## src/rtl/ram_port_arbiter.sv

```systemverilog
// Shares one single-port read-first RAM between a fetch port and a load/store port, with RMW for sub-word stores.
// Optional round-robin arbitration under contention: define RAM_ARB_ROUND_ROBIN_EN.
module ram_port_arbiter #(
    parameter int MEM_WORDS  = 64,
    parameter int ADDR_WIDTH = 32
) (
    input  logic                  clk,
    input  logic                  rstn,
    input  logic                  instr_req_i,
    input  logic [ADDR_WIDTH-1:0] instr_addr_i,
    output logic                  instr_gnt_o,
    output logic                  instr_rvalid_o,
    output logic [31:0]           instr_rdata_o,
    output logic                  instr_err_o,
    input  logic                  data_req_i,
    input  logic                  data_we_i,
    input  logic [3:0]            data_be_i,
    input  logic [ADDR_WIDTH-1:0] data_addr_i,
    input  logic [31:0]           data_wdata_i,
    output logic                  data_gnt_o,
    output logic                  data_rvalid_o,
    output logic [31:0]           data_rdata_o,
    output logic                  data_err_o,
    output logic                  ram_we_o,
    output logic [ADDR_WIDTH-1:0] ram_addr_o,
    output logic [31:0]           ram_din_o,
    input  logic [31:0]           ram_dout_i
);

    typedef enum logic [1:0] {IDLE, RMW_WR, RESP} state_t;

    // In-flight response: owner port, error flag, and whether rdata comes from the RAM.
    typedef struct packed {
        logic vld;
        logic own_data;
        logic err;
        logic rd;
    } resp_t;

    typedef struct packed {
        logic [ADDR_WIDTH-1:0] addr;
        logic [3:0]            be;
        logic [31:0]           wdata;
    } rmw_t;

    state_t state_q, state_d;
    resp_t  resp_q, resp_d;
    rmw_t   rmw_q, rmw_d;

    logic        can_grant, data_first, gnt_data, gnt_instr;
    logic        data_err, instr_err, be_full, be_none, rmw_start;
    logic [31:0] merged;

    function automatic logic addr_bad(input logic [ADDR_WIDTH-1:0] a);
        return (a[1:0] != 2'b00) ||
               ({2'b00, a[ADDR_WIDTH-1:2]} >= ADDR_WIDTH'(MEM_WORDS));
    endfunction

    assign can_grant = rstn && (state_q != RMW_WR);
    assign gnt_data  = can_grant && data_req_i && (data_first || !instr_req_i);
    assign gnt_instr = can_grant && instr_req_i && !gnt_data;
    assign data_err  = addr_bad(data_addr_i);
    assign instr_err = addr_bad(instr_addr_i);
    assign be_full   = (data_be_i == 4'b1111);
    assign be_none   = (data_be_i == 4'b0000);
    assign rmw_start = gnt_data && data_we_i && !data_err && !be_full && !be_none;

`ifdef RAM_ARB_ROUND_ROBIN_EN
    logic prio_data_q, prio_data_d;

    // Pointer moves to the loser only when both ports actually competed for a grant.
    always_comb begin
        prio_data_d = prio_data_q;
        if (can_grant && data_req_i && instr_req_i)
            prio_data_d = !prio_data_q;
    end

    always_ff @(posedge clk) begin
        if (!rstn) prio_data_q <= 1'b1;
        else       prio_data_q <= prio_data_d;
    end

    assign data_first = prio_data_q;
`else
    assign data_first = 1'b1;
`endif

    always_comb begin
        merged = '0;
        for (int i = 0; i < 4; i++)
            merged[8*i +: 8] = rmw_q.be[i] ? rmw_q.wdata[8*i +: 8] : ram_dout_i[8*i +: 8];
    end

    always_comb begin
        state_d    = state_q;
        resp_d     = '0;
        rmw_d      = rmw_q;
        ram_we_o   = 1'b0;
        ram_addr_o = '0;
        ram_din_o  = '0;
        case (state_q)
            RMW_WR: begin
                ram_we_o        = 1'b1;
                ram_addr_o      = rmw_q.addr;
                ram_din_o       = merged;
                resp_d.vld      = 1'b1;
                resp_d.own_data = 1'b1;
                state_d         = RESP;
            end
            default: begin
                state_d = IDLE;
                if (gnt_data) begin
                    ram_addr_o = data_addr_i;
                    ram_din_o  = data_wdata_i;
                    ram_we_o   = data_we_i && !data_err && be_full;
                    if (rmw_start) begin
                        // Read the old word now; the merged write goes out next cycle.
                        state_d     = RMW_WR;
                        rmw_d.addr  = data_addr_i;
                        rmw_d.be    = data_be_i;
                        rmw_d.wdata = data_wdata_i;
                    end else begin
                        resp_d.vld      = 1'b1;
                        resp_d.own_data = 1'b1;
                        resp_d.err      = data_err;
                        resp_d.rd       = !data_we_i && !data_err;
                    end
                end else if (gnt_instr) begin
                    ram_addr_o      = instr_addr_i;
                    resp_d.vld      = 1'b1;
                    resp_d.own_data = 1'b0;
                    resp_d.err      = instr_err;
                    resp_d.rd       = !instr_err;
                end
            end
        endcase
        if (!rstn)
            ram_we_o = 1'b0;
    end

    always_ff @(posedge clk) begin
        if (!rstn) begin
            state_q <= IDLE;
            resp_q  <= '0;
            rmw_q   <= '0;
        end else begin
            state_q <= state_d;
            resp_q  <= resp_d;
            rmw_q   <= rmw_d;
        end
    end

    assign data_gnt_o     = gnt_data;
    assign instr_gnt_o    = gnt_instr;
    assign data_rvalid_o  = resp_q.vld && resp_q.own_data;
    assign instr_rvalid_o = resp_q.vld && !resp_q.own_data;
    assign data_err_o     = data_rvalid_o && resp_q.err;
    assign instr_err_o    = instr_rvalid_o && resp_q.err;
    assign data_rdata_o   = (data_rvalid_o && resp_q.rd) ? ram_dout_i : '0;
    assign instr_rdata_o  = (instr_rvalid_o && resp_q.rd) ? ram_dout_i : '0;

endmodule

```

## config.mk

```make
export PLATFORM = sky130hd
export DESIGN_NAME = ram_port_arbiter
export DESIGN_NICKNAME = d
export VERILOG_FILES = /design/src/rtl/ram_port_arbiter.sv
export SDC_FILE = /design/constraint.sdc
export NUM_CORES = 1
export LEC_CHECK = 0
export CORE_ASPECT_RATIO = 0.7
export CORE_MARGIN = 2
export CORE_UTILIZATION = 34
export CTS_BUF_LIST = sky130_fd_sc_hd__clkbuf_16
export CTS_CLUSTER_SIZE = 30
export DETAILED_ROUTE_END_ITERATION = 8
export PLACE_DENSITY = 0.76
export SLEW_MARGIN = 10
export SYNTH_ARGS = -nofsm -noshare
export SYNTH_HDL_FRONTEND = slang
export SYNTH_SLANG_ARGS = --single-unit
```

## constraint.sdc

```tcl
create_clock -name clk -period 1.85 [get_ports clk]
set_input_delay 0.37 -clock clk [delete_from_list [all_inputs] [get_ports clk]]
set_output_delay 0.37 -clock clk [all_outputs]
set_load 0.005 [all_outputs]
```

==> impl_metrics.py, run 1 <==
metrics = {
    "timing": {
        "fin_worst_skew_ns": 0.007685,
        "drv_slew": 0,
        "tightest_slew_ns": 0.9921,
        "relSlewSlack_pct": 33.86,
        "setup_slack_ns": -0.5380,
        "period_minus_slack_ns": 2.388,
        "max_freq_ghz": 0.4188,
        "rsz0062_at_grt": "yes",
        "finalCritPeriodShare_pct": 129.1,
        "finalSetupViolations": 144,
        "finalHoldViolations": 0,
    },
    "final_layout": {
        "layout.cells.non_filler": 1087,
        "finalNetCount": 1057,
        "final_cell_mix": "clkdlybuf4s50_1 (104), nand2_1 (94), buf_2 (86), mux2i_1 (73)",
        "final_common_cell": "clkdlybuf4s50_1",
        "area_delta_synth_final_pct": 105.4,
        "fillers": 927,
        "antenna_cells": 0,
        "drive_gt1_share_pct": 45.30,
        "multiInputGateArea_um2": 3110,
        "regArea_um2": 1490,
    },
    "placed_design": {
        "dp_cells": 1003,
        "routabilityCongestion": 0.9294,
        "dp_worst_setup_slack_ns": -0.7961,
        "dp_hpwl_um": 12750,
        "io_buffers": 271,
    },
    "power": {
        "powerDensity_nw_per_um2": 508.9,
        "power_leakage_uw": 0.004200,
        "peakVddDrop_uv": 484.8,
    },
    "critical_path": {
        "worstPathArrival_ns": 2.02,
        "max_stage_delay_ns": 0.41,
        "regToRegSetupSlack_ns": -0.22,
        "path_max_fanout": 8,
        "cp-start-kind": "input pin",
        "cp_num_buf_inv": 7,
        "reg2reg_depth": 11,
        "worstPathCellList": "clkdlybuf4s50_1, nand4b_1, clkinv_2, buf_6, buf_12, buf_16, a222oi_1, inv_1, buf_2",
        "r2r-end": "rmw_q[1]$_SDFFE_PN0P_",
        "critical_path_required_ns": 1.48,
        "cp_top_family": "buffers and inverters",
        "r2r-start": "state_q[1]$_SDFF_PN0_",
        "cp-end-kind": "output pin",
        "worst_path_max_delay_cell": "clkdlybuf4s50_1",
        "path_class": "in2out",
    },
    "yosys": {
        "ys_seq_area_share_pct": 33.94,
        "synth_top_family_by_area": "simple AND/OR/NAND/NOR gates",
        "synth-seq-cells": 74,
        "ys_async_sr_fraction_pct": 0,
        "syn_inst": 549,
        "synthSimpleGateAreaFrac_pct": 29.03,
        "syn_nets": 686,
        "ys_types": 31,
        "yosysWarningCount": 0,
        "syn_avg_cell_area_um2": 7.952,
        "synthXorXnorAreaFrac_pct": 0,
        "synthesis.area_um2": 4365,
        "synth-adder-area-share_pct": 0,
        "muxShareOfSynthArea_pct": 16.97,
        "synthFlopType": "dfxtp_1",
        "synth_edf_count": 0,
        "synth_compound_area_share_pct": 11.87,
    },
    "route": {
        "first_pass_iters": 5,
        "antenna_left": 0,
        "viasPerCell": 5.337,
        "wl_per_cell_um": 19.38,
        "drc": 0,
        "drt_iter0_drc": 446,
        "num_vias": 5801,
        "drt_wl_total_um": 21070,
    },
    "global_route": {
        "grt_util_all_layers_pct": 27.89,
        "gr-usage-met2_pct": 47.47,
        "use_met1_pct": 34.95,
        "grt_pass1_wl_um": 30460,
        "busiest_layer": "met2",
        "grt_max_degree": 105,
        "antenna_found_initial": 0,
        "grt_overflow": 0,
        "met3_usage_pct": 5.977,
        "grt_pass1_vias": 5705,
    },
    "min_path": {
        "hp-class": "reg2reg",
        "whs_path_depth": 2,
        "min_from": "rmw_q[26]$_SDFFE_PN0P_",
        "holdPathEnd": "rmw_q[26]$_SDFFE_PN0P_",
    },
    "flow_run": {
        "cap_violations": 0,
    },
    "clock_tree": {
        "cts_tree": "done",
        "holdBufCountCts": 0,
        "root_buffer": "clkbuf_16",
        "insertion_delay_ns": 0.33,
        "clockBufferDepth": 2,
        "cts_sinks": 74,
        "numCtsBuffers": 9,
        "h-tree-depth": 3,
        "path_clk_slew_ns": 0.06,
    },
    "die": {
        "rows": 34,
        "core_um2": 12460,
        "start_util_pct": 35.02,
        "ioPinCount": 272,
        "chipHeight_um": 98.81,
        "fp.dieArea_um2": 13780,
        "die_w_um": 139.4,
    },
    "run_status": {
        "violations": "negative setup slack",
        "status": "complete, but fails checks",
    },
}
## report_power, final
group | switching, uW | total, uW | internal, uW | leakage (uW)
logic | 430 | 1010 | 580 | 0.00343
clock network | 647 | 1950 | 1300 | 0.000170
registers | 3.79 | 1600 | 1600 | 0.000599
total | 1080 | 4560 | 3480 | 0.00420
## cell type report
cell class,instances,share of cell area (%)
Clock buffer,9,2.512
Clock inverter,7,1.228
Inverter,35,1.507
Multi-Input combinational cell,393,34.69
Sequential cell,74,16.62
Tap cell,162,2.261
Timing Repair Buffer,407,41.18
## worst max-delay path by stage
| stage | endpoint | slack (ns) | depth (start not counted) | from |
|---|---|---|---|---|
| floorplan | ram_din_o[22] | 0.001 | 7 | state_q[1]$_SDFF_PN0_ |
| CTS | ram_addr_o[10] | -0.49 | 9 | state_q[1]$_SDFF_PN0_ |
| finish | ram_addr_o[19] | -0.54 | 9 | instr_req_i |
| global route | ram_addr_o[19] | -0.60 | 9 | state_q[1]$_SDFF_PN0_ |
| detailed placement | ram_we_o | -0.80 | 6 | data_addr_i[10] |
| global placement | ram_we_o | -0.80 | 6 | data_addr_i[10] |
## synthesized netlist by cell type (2+ instances only)
library cell | instances | share of area, %
a222oi_1 | 32 | 7.3
and2_1 | 34 | 4.9
and3_1 | 60 | 8.6
buf_1 | 6 | 0.52
buf_4 | 4 | 0.69
buf_6 | 3 | 0.77
clkbuf_1 | 36 | 3.1
dfxtp_1 | 74 | 34
inv_1 | 34 | 2.9
mux2i_1 | 74 | 17
nand2_1 | 119 | 10
nand3_1 | 5 | 0.57
nand4_1 | 2 | 0.29
nor2_1 | 4 | 0.34
nor2b_1 | 2 | 0.29
nor4_1 | 12 | 1.7
nor4_2 | 3 | 0.86
o21ai_0 | 32 | 3.7
## cells by family (layout without fill, tap and decap cells)
kind of cell / Yosys count / count (layout)
flip-flops: 74 / 74
buffers and inverters: 85 / 458
multiplexers: 74 / 74
AO/OA/AOI/OAI: 69 / 69
AND/OR/NAND/NOR: 247 / 250
## worst min-delay path: cells and delay by family (launching register included)
kind	cells	cell delay, ns
DFF	1	0.31
and+or+nand+nor	1	0.05
muxes	1	0.05
## stage by stage
| step | area, um^2 | setup TNS (ns) | power (uW) | hold slack (ns) | util [%] |
|---|---|---|---|---|---|
| after floorplan | 4383 | 0 | 1833 | 0.4344 | - |
| after global placement | 7726 | -87.78 | 2446 | 0.4415 | 61.99 |
| after detailed placement | 7726 | -91.11 | 2461 | 0.4492 | 61.99 |
| after CTS | 8554 | -24.03 | 4498 | 0.4572 | 68.63 |
| after global routing | 8966 | -40.42 | 4742 | 0.4818 | 71.93 |
| final | 8966 | -27.82 | 4563 | 0.4571 | 71.93 |
## sequential cells by signal, summed over array words and instances (netlist names)
| name | count |
|---|---|
| resp_q | 4 |
| state_q | 2 |
| rmw_q | 68 |
## metal layers
metal	share of wire, %	wire, um
met1	41	8544
met2	48	10120
met3	8.2	1722
met4	3.2	681
met5	0	0
## what timing repair did
item / CTS / global route
endpoints found under the setup margin: 204 / 201
pin swaps: 51 / 75
buffers inserted: 44 / 26
cloned: 15 / 7
resized for setup: 573 / 279
Power figures use the tool's default switching activity.
==> inputs of run 2 (changes only) <==
--- a/config.mk
+++ b/config.mk
@@ -11,7 +11,7 @@
 export CTS_BUF_LIST = sky130_fd_sc_hd__clkbuf_16
 export CTS_CLUSTER_SIZE = 30
 export DETAILED_ROUTE_END_ITERATION = 8
-export PLACE_DENSITY = 0.76
+export PLACE_DENSITY = 0.87
 export SLEW_MARGIN = 10
 export SYNTH_ARGS = -nofsm -noshare
 export SYNTH_HDL_FRONTEND = slang
==> run 2 against run 1 <==
Clock-buffer cell count is the same. Critical path depth fell by 1. Sequential cell count unchanged. Global-route usage up 0.62 points. The flow still finishes with violations (negative setup slack). Sequential power about the same. Clock power is 2% higher. Highest routed layer unchanged. Non-clock buffer count grew 8.
==> impl_metrics.py, run 2 (synthesis results as in run 1) <==
metrics = {
    "timing": {
        "period_minus_slack_ns": 2.314,
        "drv_slew": 0,
        "setup_slack_ns": -0.4638,
        "max_freq_ghz": 0.4322,
        "finalHoldViolations": 0,
        "finalSetupViolations": 161,
        "tightest_slew_ns": 0.8361,
        "relSlewSlack_pct": 44.26,
        "fin_worst_skew_ns": 0.005861,
        "setup_tns_ns": -27.16,
        "rsz0062_at_grt": "yes",
        "finalCritPeriodShare_pct": 125.1,
    },
    "clock_tree": {
        "h-tree-depth": 3,
        "numCtsBuffers": 9,
        "insertion_delay_ns": 0.33,
        "cts_sinks": 74,
        "clockBufferDepth": 2,
        "cts_tree": "done",
        "root_buffer": "clkbuf_16",
        "holdBufCountCts": 0,
        "path_clk_slew_ns": 0.06,
    },
    "critical_path": {
        "cp-start-kind": "flip-flop",
        "worstPathArrival_ns": 1.94,
        "cp-end-kind": "output pin",
        "worstPathCellList": "nand2b_4, nand4b_1, clkinv_4, buf_16, buf_8, a222oi_1, inv_1, buf_2",
        "path_max_fanout": 7,
        "worst_path_max_delay_cell": "dfxtp_2",
        "max_stage_delay_ns": 0.32,
        "critical_path_required_ns": 1.48,
        "cp_num_buf_inv": 5,
        "path_class": "reg2out",
        "cp_top_family": "buffers and inverters",
    },
    "die": {
        "rows": 34,
        "fp.dieArea_um2": 13780,
        "chipHeight_um": 98.81,
        "die_w_um": 139.4,
        "start_util_pct": 35.02,
        "core_um2": 12460,
        "ioPinCount": 272,
    },
    "global_route": {
        "grt_overflow": 0,
        "grt_util_all_layers_pct": 28.51,
        "grt_pass1_vias": 5644,
        "grt_max_degree": 89,
        "grt_pass1_wl_um": 30890,
        "antenna_found_initial": 0,
    },
    "route": {
        "first_pass_iters": 7,
        "drt_iter0_drc": 427,
        "drc": 0,
        "drt_wl_total_um": 20970,
        "wl_per_cell_um": 19.15,
        "viasPerCell": 5.345,
        "antenna_left": 0,
        "num_vias": 5853,
    },
    "power": {
        "seqPwrFrac_pct": 35.0,
        "p_sw_uw": 1093,
        "comb_power_share_pct": 21.5,
        "powerDensity_nw_per_um2": 508.6,
        "peakVddDrop_uv": 558.4,
        "power_leakage_uw": 0.004176,
        "intPower_uw": 3485,
        "clockPowerShare_pct": 43.5,
        "total_power_uw": 4578,
        "netSwitchingFraction_pct": 23.88,
    },
    "flow_run": {
        "cap_violations": 0,
    },
    "placed_design": {
        "io_buffers": 271,
        "dp_hpwl_um": 12850,
        "routabilityCongestion": 0.8785,
        "dp_cells": 1000,
    },
    "final_layout": {
        "drive_gt1_share_pct": 46.20,
        "final_common_cell": "nand2_1",
        "area_delta_synth_final_pct": 106.2,
        "antenna_cells": 0,
        "fillers": 945,
        "largest_register_ffs": 68,
        "finalNetCount": 1065,
        "top_regs": "rmw_q: 68 flops, resp_q: 4 flops, state_q: 2 flops",
        "final_cell_mix": "nand2_1 (105), clkdlybuf4s50_1 (103), buf_2 (81), buf_6 (76)",
        "fin_util_pct": 72.20,
        "top_register": "rmw_q",
        "layout.cells.non_filler": 1095,
    },
    "min_path": {
        "hp-class": "reg2reg",
    },
    "run_status": {
        "status": "complete, but fails checks",
        "violations": "negative setup slack",
    },
}
-- run 2: cell count changes in the layout (fill, tap and decap cells not counted), moves of 4 or more --
cell / delta
and3_1: -6
buf_2: -5
and2_1: -7
and3_4: +6
nand2_1: +11
clkbuf_16: -4
and2_4: +7
nand2_4: -8
buf_6: +16
-- run 2: worst paths after layout --
path | startpoint | endpoint | slack, ns | cells past startpoint
max reg2reg | state_q[1]$_SDFF_PN0_ | rmw_q[2]$_SDFFE_PN0P_ | -0.08 | 10
min | rmw_q[13]$_SDFFE_PN0P_ | rmw_q[13]$_SDFFE_PN0P_ | 0.46 | 2
max | state_q[1]$_SDFF_PN0_ | ram_addr_o[13] | -0.46 | 8
min reg2reg | rmw_q[13]$_SDFFE_PN0P_ | rmw_q[13]$_SDFFE_PN0P_ | 0.46 | 2
-- run 2: area by class of cell --
type	instances	area (um^2)	area share, %
clock buffers	9	225.2	2.502
clock inverters	7	117.6	1.307
inverters	35	143.9	1.599
multi-input cells	393	3068	34.09
flip-flops and latches	74	1490	16.56
well taps	162	202.7	2.252
repair buffers	415	3752	41.69
-- run 2: power groups by stage --
| stage | Clock (uW) | Sequential [uW] | Combinational (uW) |
|---|---|---|---|
| floorplan | 0 | 1630 | 198 |
| global route | 2090 | 1600 | 1040 |
| detailed placement | 0 | 1640 | 824 |
| CTS | 2020 | 1600 | 910 |
| finish | 1990 | 1600 | 983 |
| global placement | 0 | 1640 | 812 |
-- run 2: per-stage QoR --
step | setup slack, ns | instance area (um^2) | hold WS (ns)
6_report | -0.4638 | 9000 | 0.4571
5_1_grt | -0.5334 | 9000 | 0.4787
4_1_cts | -0.4725 | 8690 | 0.4615
3_5_place_dp | -0.8228 | 7716 | 0.4525
3_3_place_gp | -0.7815 | 7716 | 0.4438
2_1_floorplan | 0.001216 | 4383 | 0.4344
-- run 2: routing by layer --
layer | GRT usage [%] | wire (um)
met4 | 9.402 | 449
met3 | 5.782 | 1581
met2 | 47.29 | 10080
met1 | 37.41 | 8852
met5 | 0 | 0
-- run 2: tightest hold or removal path, stage by stage (launching register included) --
cell and delay [ns]:
dfxtp_1 0.30, nand2_1 0.05, mux2i_1 0.05
-- run 2: repair_timing --
action / in CTS / in global routing
gates cloned: 15 / 2
setup buffers: 54 / 33
pin swaps: 65 / 61
resized for setup: 604 / 259
setup endpoints to repair: 202 / 201
